[src/rtl/lc3b_types.sv]
// Shared LC-3b types: machine word, L1 line, and the arbiter grant encoding.
package lc3b_types;

    typedef logic [15:0]  lc3b_word;
    typedef logic [127:0] l1_cache_line;

    typedef enum logic {
        GRANT_I = 1'b0,
        GRANT_D = 1'b1
    } arb_grant_t;

    // Winner of an IDLE-cycle arbitration. A lone requester always wins; on a
    // conflict FAIR alternates away from the previous winner, otherwise D wins.
    function automatic arb_grant_t pick_grant(input logic       i_req,
                                              input logic       d_req,
                                              input logic       fair,
                                              input arb_grant_t last);
        if (i_req && d_req) begin
            if (fair) begin
                return (last == GRANT_I) ? GRANT_D : GRANT_I;
            end
            return GRANT_D;
        end
        if (d_req) begin
            return GRANT_D;
        end
        return GRANT_I;
    endfunction

endpackage

[src/rtl/cache_arbiter_control.sv]
// Arbitration FSM: picks a side in IDLE, tracks the serve phase and forces a
// one-cycle RELEASE so the L1's stale request in its response cycle is dropped.
module cache_arbiter_control
    import lc3b_types::*;
#(
    parameter bit FAIR = 1'b1
) (
    input  logic       clk,
    input  logic       reset,
    input  logic       i_req,
    input  logic       d_req,
    input  logic       mem_resp,
    output arb_grant_t grant,
    output logic       latch_en,
    output logic       serve_i,
    output logic       serve_d,
    output logic       perf_conflict
);

    typedef enum logic [1:0] {
        IDLE,
        SERVE_I,
        SERVE_D,
        RELEASE
    } state_t;

    state_t     state_q, state_d;
    arb_grant_t last_grant_q, last_grant_d;

    // State and fairness history registers.
    always_ff @(posedge clk or posedge reset) begin
        if (reset) begin
            state_q      <= IDLE;
            last_grant_q <= GRANT_I;
        end else begin
            state_q      <= state_d;
            last_grant_q <= last_grant_d;
        end
    end

    // Next-state, grant selection and per-state strobes.
    always_comb begin
        state_d       = state_q;
        last_grant_d  = last_grant_q;
        grant         = pick_grant(i_req, d_req, FAIR, last_grant_q);
        latch_en      = 1'b0;
        serve_i       = 1'b0;
        serve_d       = 1'b0;
        perf_conflict = 1'b0;
        unique case (state_q)
            IDLE: begin
                perf_conflict = i_req & d_req;
                if (i_req || d_req) begin
                    latch_en     = 1'b1;
                    last_grant_d = grant;
                    state_d      = (grant == GRANT_D) ? SERVE_D : SERVE_I;
                end
            end
            SERVE_I: begin
                serve_i = 1'b1;
                if (mem_resp) state_d = RELEASE;
            end
            SERVE_D: begin
                serve_d = 1'b1;
                if (mem_resp) state_d = RELEASE;
            end
            RELEASE: state_d = IDLE;
            default: state_d = IDLE;
        endcase
    end

endmodule

[src/rtl/cache_arbiter.sv]
// Serialises I-side and D-side L1 line requests onto one lower memory port.
// The granted request is captured once; later changes on the L1 side are ignored.
module cache_arbiter
    import lc3b_types::*;
#(
    parameter bit FAIR   = 1'b1,
    parameter int ADDR_W = 16
) (
    input  logic              clk,
    input  logic              reset,
    input  logic              i_pmem_read,
    input  logic              i_pmem_write,
    input  logic [ADDR_W-1:0] i_pmem_address,
    input  logic [127:0]      i_pmem_wdata,
    output logic              i_pmem_resp,
    output logic [127:0]      i_pmem_rdata,
    input  logic              d_pmem_read,
    input  logic              d_pmem_write,
    input  logic [ADDR_W-1:0] d_pmem_address,
    input  logic [127:0]      d_pmem_wdata,
    output logic              d_pmem_resp,
    output logic [127:0]      d_pmem_rdata,
    output logic              mem_read,
    output logic              mem_write,
    output logic [ADDR_W-1:0] mem_address,
    output logic [127:0]      mem_wdata,
    input  logic              mem_resp,
    input  logic [127:0]      mem_rdata,
    output logic              perf_conflict
);

    arb_grant_t        grant;
    logic              latch_en, serve_i, serve_d, serving;
    logic [ADDR_W-1:0] addr_q, addr_d;
    logic [127:0]      wdata_q, wdata_d;
    logic              rd_q, rd_d, wr_q, wr_d;

    cache_arbiter_control #(.FAIR(FAIR)) u_control (
        .clk           (clk),
        .reset         (reset),
        .i_req         (i_pmem_read | i_pmem_write),
        .d_req         (d_pmem_read | d_pmem_write),
        .mem_resp      (mem_resp),
        .grant         (grant),
        .latch_en      (latch_en),
        .serve_i       (serve_i),
        .serve_d       (serve_d),
        .perf_conflict (perf_conflict)
    );

    // Capture the winner's request at grant; a write beats a simultaneous read.
    always_comb begin
        addr_d  = addr_q;
        wdata_d = wdata_q;
        rd_d    = rd_q;
        wr_d    = wr_q;
        if (latch_en) begin
            if (grant == GRANT_D) begin
                addr_d  = d_pmem_address;
                wdata_d = d_pmem_wdata;
                wr_d    = d_pmem_write;
                rd_d    = d_pmem_read & ~d_pmem_write;
            end else begin
                addr_d  = i_pmem_address;
                wdata_d = i_pmem_wdata;
                wr_d    = i_pmem_write;
                rd_d    = i_pmem_read & ~i_pmem_write;
            end
        end
    end

    // Latched request registers; cleared on reset so the lower port goes quiet at once.
    always_ff @(posedge clk or posedge reset) begin
        if (reset) begin
            addr_q  <= '0;
            wdata_q <= '0;
            rd_q    <= 1'b0;
            wr_q    <= 1'b0;
        end else begin
            addr_q  <= addr_d;
            wdata_q <= wdata_d;
            rd_q    <= rd_d;
            wr_q    <= wr_d;
        end
    end

    // The lower request is only live while serving; RELEASE and IDLE keep it low.
    assign serving     = serve_i | serve_d;
    assign mem_read    = serving & rd_q;
    assign mem_write   = serving & wr_q;
    assign mem_address = addr_q;
    assign mem_wdata   = wdata_q;

    // Completion goes straight through to the granted side only.
    assign i_pmem_resp  = serve_i & mem_resp;
    assign d_pmem_resp  = serve_d & mem_resp;
    assign i_pmem_rdata = serve_i ? mem_rdata : '0;
    assign d_pmem_rdata = serve_d ? mem_rdata : '0;

endmodule
[config.mk]
export PLATFORM = sky130hd
export DESIGN_NAME = cache_arbiter
export DESIGN_NICKNAME = d
export VERILOG_FILES = /design/src/rtl/lc3b_types.sv /design/src/rtl/cache_arbiter_control.sv /design/src/rtl/cache_arbiter.sv
export SDC_FILE = /design/constraint.sdc
export NUM_CORES = 1
export LEC_CHECK = 0
export ABC_AREA = 1
export CORE_AREA = 10 10 315 317
export DETAILED_ROUTE_END_ITERATION = 6
export DIE_AREA = 0 0 325 327
export GPL_TIMING_DRIVEN = 0
export PLACE_DENSITY = 0.42
export SLEW_MARGIN = 40
export SYNTH_ARGS = -nofsm -noshare
export SYNTH_HDL_FRONTEND = slang
export SYNTH_SLANG_ARGS = --single-unit
[constraint.sdc]
create_clock -name clk -period 4.7 [get_ports clk]
set_clock_uncertainty 0.05 [all_clocks]
set_input_delay 0.94 -clock clk [delete_from_list [all_inputs] [get_ports clk]]
set_output_delay 0.94 -clock clk [all_outputs]
set_load 0.05 [all_outputs]
==> flow_summary.json, run 1 <==
{
  "multi_input_area_sq_um": 4620,
  "fin_setup_tns_ns": 0,
  "critical-path-max-stage-delay_ns": 0.82,
  "worst-path-buf-inv": 5,
  "worstMarginPinSlew_ns": 0.806,
  "synthCells": 1692,
  "fin_nets": 2973,
  "io_buffers": 827,
  "area_delta_synth_final_pct": 102,
  "dp_hpwl_microns": 72500,
  "fill_cells": 10667,
  "cp-end-kind": "primary output",
  "vias_per_cell": 3.55,
  "hold_depth": 2,
  "layout_commonest_cell": "clkdlybuf4s50_1",
  "grt_util_all_layers_pct": 14.8,
  "crit_type": "register to primary output",
  "slowest_stage": "clkdlybuf4s50_1",
  "grt_overflow": 0,
  "seq_area_sq_um": 3730,
  "drv_slew": 0,
  "wl_per_cell_microns": 21.5,
  "drt_pass1_iterations": 7,
  "dr.first_iter.drc_count": 576,
  "yosysWarnings": 0,
  "core.rowCount": 112,
  "core-area_sq_um": 92800,
  "hold_end": "mem_wdata[115]",
  "hold_viol": 0,
  "antenna_found_initial": 32,
  "ys_seq_area_share_pct": 35.6,
  "root_buffer": "clkbuf_16",
  "cp.required_ns": 3.71,
  "wl_microns": 82000,
  "rsz0062_at_grt": "false",
  "fp.dieH_microns": 327,
  "vdd_drop_max_uv": 281,
  "setup_violations": 0,
  "syn_nets": 2119,
  "final_cell_area_sq_um": 21100,
  "cts.htree.levels": 4,
  "ys_ff_latch": 149,
  "gp_congestion": 0.891,
  "start_kind": "register",
  "cts_tree": "yes",
  "syn_avg_cell_area_sq_um": 6.18,
  "cts_buffer_depth": 2,
  "vias": 13564,
  "ant_nets": 0,
  "drive_above_1_share_pct": 4.85,
  "start_util_pct": 11.3,
  "die_w_microns": 325,
  "power_density_nw_per_um2": 719,
  "grt_max_degree": 23,
  "r2r_cells": 8,
  "syn_area_sq_um": 10500,
  "ys_types": 16,
  "grt_pass1_vias": 14104,
  "cp_max_fo": 10,
  "cpLargestDelayFamily": "buffers and inverters",
  "outcome": "finished, final reports clean",
  "path_cells": "inv_1 > ha_1 > clkbuf_2 > buf_1 > nand2_1 > inv_1 > clkdlybuf4s50_1",
  "cpMostUsedCell": "inv_1",
  "dpl_cell_area_sq_um": 20500,
  "cap_violations": 0,
  "clk_pin_slew_ns": 0.06,
  "clock_latency_ns": 0.48,
  "grt_pass1_wl_microns": 112000,
  "timing.hold.ws_ns": 0.426,
  "rrSetupSlack_ns": 2.66,
  "worstPathArrival_ns": 3.54,
  "numCtsBuffers": 17,
  "finalCriticalPeriod_ns": 4.53,
  "leakage_nw": 11.1,
  "cts.sinks": 149,
  "fmax_ghz": 0.221,
  "die_area_sq_um": 106000,
  "io-pin-count": 828,
  "hold_buffers": 0,
  "slew_headroom_pct": 46.3,
  "min_path_type": "register to register",
  "rr_endpoint": "mem_wdata[81]",
  "min_from": "mem_wdata[115]",
  "layout_common_cells": "clkdlybuf4s50_1 (827), nand2_1 (709), inv_1 (410)",
  "worstReg2RegStart": "u_control.state_q[0]",
  "period_share_pct": 96.4,
  "power_mw": 15.2,
  "drc_errors": 0,
  "post_cts_buffers": 0
}
worst max-delay path by stage:
stage / cells past startpoint / end / startpoint
final: 7 / i_pmem_rdata[29] / u_control.state_q[1]
after global routing: 7 / i_pmem_rdata[29] / u_control.state_q[1]
after CTS: 7 / i_pmem_rdata[29] / u_control.state_q[1]
after detailed placement: 7 / i_pmem_resp / u_control.state_q[1]
after global placement: 2 / mem_wdata[36] / reset
after floorplan: 1 / mem_address[0] / reset
cell usage after synthesis:
library cell / number / share of area, %
nor2_4: 1 / 0.11
a21boi_0: 2 / 0.14
buf_2: 58 / 2.8
ha_1: 4 / 0.48
clkbuf_1: 35 / 1.3
dfrtp_1: 149 / 36
o21ai_0: 1 / 0.048
nor2_1: 10 / 0.36
nand2_2: 3 / 0.18
inv_2: 2 / 0.072
nand3b_1: 144 / 10
inv_1: 411 / 15
buf_6: 7 / 0.75
nand2_1: 709 / 25
nand3_1: 148 / 7.1
buf_4: 8 / 0.57
registers in the layout, summed over array words and instances (netlist names):
signal and flops:
mem_address 16, mem_wdata 128, rd_q 1, u_control.last_grant_q 1, u_control.state_q 2, wr_q 1
power breakdown:
part	internal, mW	switching [mW]	total, mW
Combinational	3.42	8.00	11.4
Sequential	1.96	0.353	2.31
Clock	0.867	0.619	1.49
Total	6.24	8.97	15.2
routing by layer:
metal | global-route usage, % | up-vias | part of all wire, %
met5 | 0 | - | 0.17
met4 | 5.11 | 22 | 2.9
met3 | 6.63 | 110 | 9.0
met2 | 27.9 | 537 | 53
met1 | 14.0 | 6278 | 35
li1 | - | 6617 | -
cell families after synthesis:
logic type | count (synthesis) | share of synthesized area, %
AOI/OAI and AO/OA | 3 | 0.191
adders and majority gates | 4 | 0.478
buffers and inverters | 521 | 20.2
DFF | 149 | 35.6
and+or+nand+nor | 1015 | 43.5
final cells by class:
cell class / count / area share [%]
Clock inverter: 9 / 0.604
Tap cell: 1254 / 7.42
Clock buffer: 21 / 2.23
Sequential cell: 149 / 17.6
Buffer: 108 / 2.69
Timing Repair Buffer: 835 / 40.1
Inverter: 413 / 7.35
Multi-Input combinational cell: 1022 / 21.9
Antenna cell: 10 / 0.118
tightest hold or removal path: cells and delay by family (launching register included):
kind / cells / cell delay, ns
flip-flops: 1 / 0.34
AND/OR/NAND/NOR: 2 / 0.10
through the flow:
stage	cells	setup slack, ns	util (%)
2_1_floorplan	1692	1.84	-
3_3_place_gp	3773	-0.0980	21.9
3_5_place_dp	3781	0.331	22.1
4_1_cts	3811	0.0150	22.8
5_1_grt	3818	0.00179	22.8
6_report	3821	0.171	22.8
repair_timing:
action                                  in CTS  in global routing
gates resized for setup                      2                  1
gates cloned                                 0                  0
endpoints found under the setup margin      11                  1
(Power assumes the default switching activity.)
==> run 2: changes to the inputs <==
Settings changed: CORE_AREA 10 10 315 317 to 10 10 318 320, DIE_AREA 0 0 325 327 to 0 0 328 330, DONT_BUFFER_PORTS set to 1, PLACE_DENSITY 0.42 to 0.3.
==> run 2 against run 1 <==
  * Via count decreased by 19%
  * Sequential share of layout area is 11 points higher
  * Worst hold slack lost 0.15 ns
  * Wire length decreased by 9.4%
  * Die area rose by 1.8%
  * Critical path depth shrank 1
  * Largest power group unchanged
  * Largest cell class is now multi-input gates
  * Maximum frequency up 11%
  * Setup slack improved by 0.46 ns
  * Non-clock buffer count down 827
==> flow_summary.json, run 2 (synthesized netlist as in run 1, its figures left out) <==
{
  "grt_pass1_vias": 11470,
  "cts_buffer_depth": 2,
  "post_cts_buffers": 0,
  "r2r_cells": 8,
  "area_delta_synth_final_pct": 23.1,
  "die_w_microns": 328,
  "io_buffers": 0,
  "clock_latency_ns": 0.47,
  "rsz0062_at_grt": "false",
  "core-area_sq_um": 94600,
  "worstReg2RegStart": "u_control.state_q[0]",
  "antenna_found_initial": 31,
  "gp_congestion": 0.976,
  "vdd_drop_max_uv": 291,
  "cts.sinks": 149,
  "start_util_pct": 11.1,
  "worstPathArrival_ns": 3.08,
  "start_kind": "register",
  "top_usage_layer": "met2",
  "grt_max_degree": 24,
  "cp.required_ns": 3.71,
  "slew_headroom_pct": 51.3,
  "largest_register_ffs": 128,
  "rrSetupSlack_ns": 2.56,
  "rr_endpoint": "mem_wdata[76]",
  "fp.dieH_microns": 330,
  "cp_max_fo": 10,
  "hold_viol": 0,
  "numCtsBuffers": 17,
  "drc_errors": 0,
  "die_area_sq_um": 108000,
  "cts.htree.levels": 4,
  "dp_hpwl_microns": 65400,
  "root_buffer": "clkbuf_16",
  "drive_above_1_share_pct": 6.87,
  "grt_pass1_wl_microns": 97500,
  "dr.first_iter.drc_count": 514,
  "worstMarginPinSlew_ns": 0.731,
  "drv_slew": 0,
  "leakage_nw": 7.94,
  "seq_area_sq_um": 3730,
  "crit_type": "register to primary output",
  "fin_nets": 2146,
  "ant_nets": 0,
  "post-route-util_pct": 13.6,
  "core.rowCount": 113,
  "fill_cells": 11085,
  "outcome": "finished, final reports clean",
  "use_met1_pct": 12.5,
  "vias": 11014,
  "setup_slack_ns": 0.635,
  "pre_cts_slack_ns": 1.03,
  "met2_usage_pct": 24.0,
  "io-pin-count": 828,
  "wl_microns": 74300,
  "wl_per_cell_microns": 24.7,
  "layout_commonest_cell": "nand2_1",
  "layout_common_cells": "nand2_1 (709), inv_1 (410), dfrtp_1 (149)",
  "cts.repair.resized": 0,
  "cap_violations": 0,
  "power_density_nw_per_um2": 957,
  "cts_tree": "yes",
  "fin_setup_tns_ns": 0,
  "min_path_type": "input port to async pin",
  "finalCriticalPeriod_ns": 4.07,
  "multi_input_area_sq_um": 4620,
  "hold_buffers": 0,
  "fmax_ghz": 0.246,
  "period_share_pct": 86.5,
  "drt_pass1_iterations": 5,
  "setup_violations": 0,
  "grt_util_all_layers_pct": 12.9,
  "grt_overflow": 0,
  "cp-end-kind": "primary output",
  "clk_pin_slew_ns": 0.07,
  "vias_per_cell": 3.66,
  "grtUsageMet3_pct": 5.40
}
## run 2: cell types whose count changed in the layout (fill, tap and decap cells not counted), sizes merged
cell | before | now
inv | 412 | 413
clkinv | 6 | 2
clkinvlp | 1 | 6
buf | 82 | 81
clkdlybuf4s50 | 827 | 0
diode | 10 | 17
## run 2: area by class of cell
type	count	share of cell area, %
plain buffers	108	4.37
well taps	1265	12.3
repair buffers	8	1.48
clock inverters	11	1.20
clock buffers	20	3.39
multi-input cells	1022	35.9
inverters	413	12.1
diodes	17	0.330
flip-flops and latches	149	29.0
## run 2: how the worst max path moves through the flow
stage                    startpoint               end  slack [ns]  depth (start not counted)
3_5_place_dp   u_control.state_q[0]  d_pmem_rdata[99]        1.03                          6
5_1_grt        u_control.state_q[0]  d_pmem_rdata[99]        0.43                          6
3_3_place_gp                  reset     mem_wdata[29]        0.39                          1
4_1_cts        u_control.state_q[0]  d_pmem_rdata[99]        0.45                          6
2_1_floorplan                 reset    mem_address[0]        1.84                          1
6_report       u_control.state_q[0]  d_pmem_rdata[41]        0.63                          6
## run 2: per-layer routing
metal / vias to the layer above / routed length, microns
met5: - / 73
met4: 10 / 2260
met3: 102 / 6880
met2: 655 / 39500
met1: 5269 / 25600
li1: 4978 / -
## run 2: stage by stage
stage	cell area (sq um)	cells	hold WS (ns)	power [mW]
2_1_floorplan	10500	1692	0.403	9.29
3_3_place_gp	12000	2957	0.427	11.0
3_5_place_dp	12200	2965	0.424	11.1
4_1_cts	12800	2996	0.213	12.6
5_1_grt	12900	3010	0.248	13.1
6_report	12900	3013	0.274	12.3
## run 2: power by group
group          switching (mW)  internal (mW)  leakage, nW
logic                    4.91           1.12         5.86
clock network           0.644          0.833        0.269
registers                2.91           1.91         1.81
## run 2: worst max-delay path: stages (launching register included)
cell and delay (ns):
dfrtp_1 0.40, inv_1 0.11, ha_1 0.35, clkbuf_1 0.56
clkbuf_1 0.54, nand2_1 0.24, inv_1 0.39
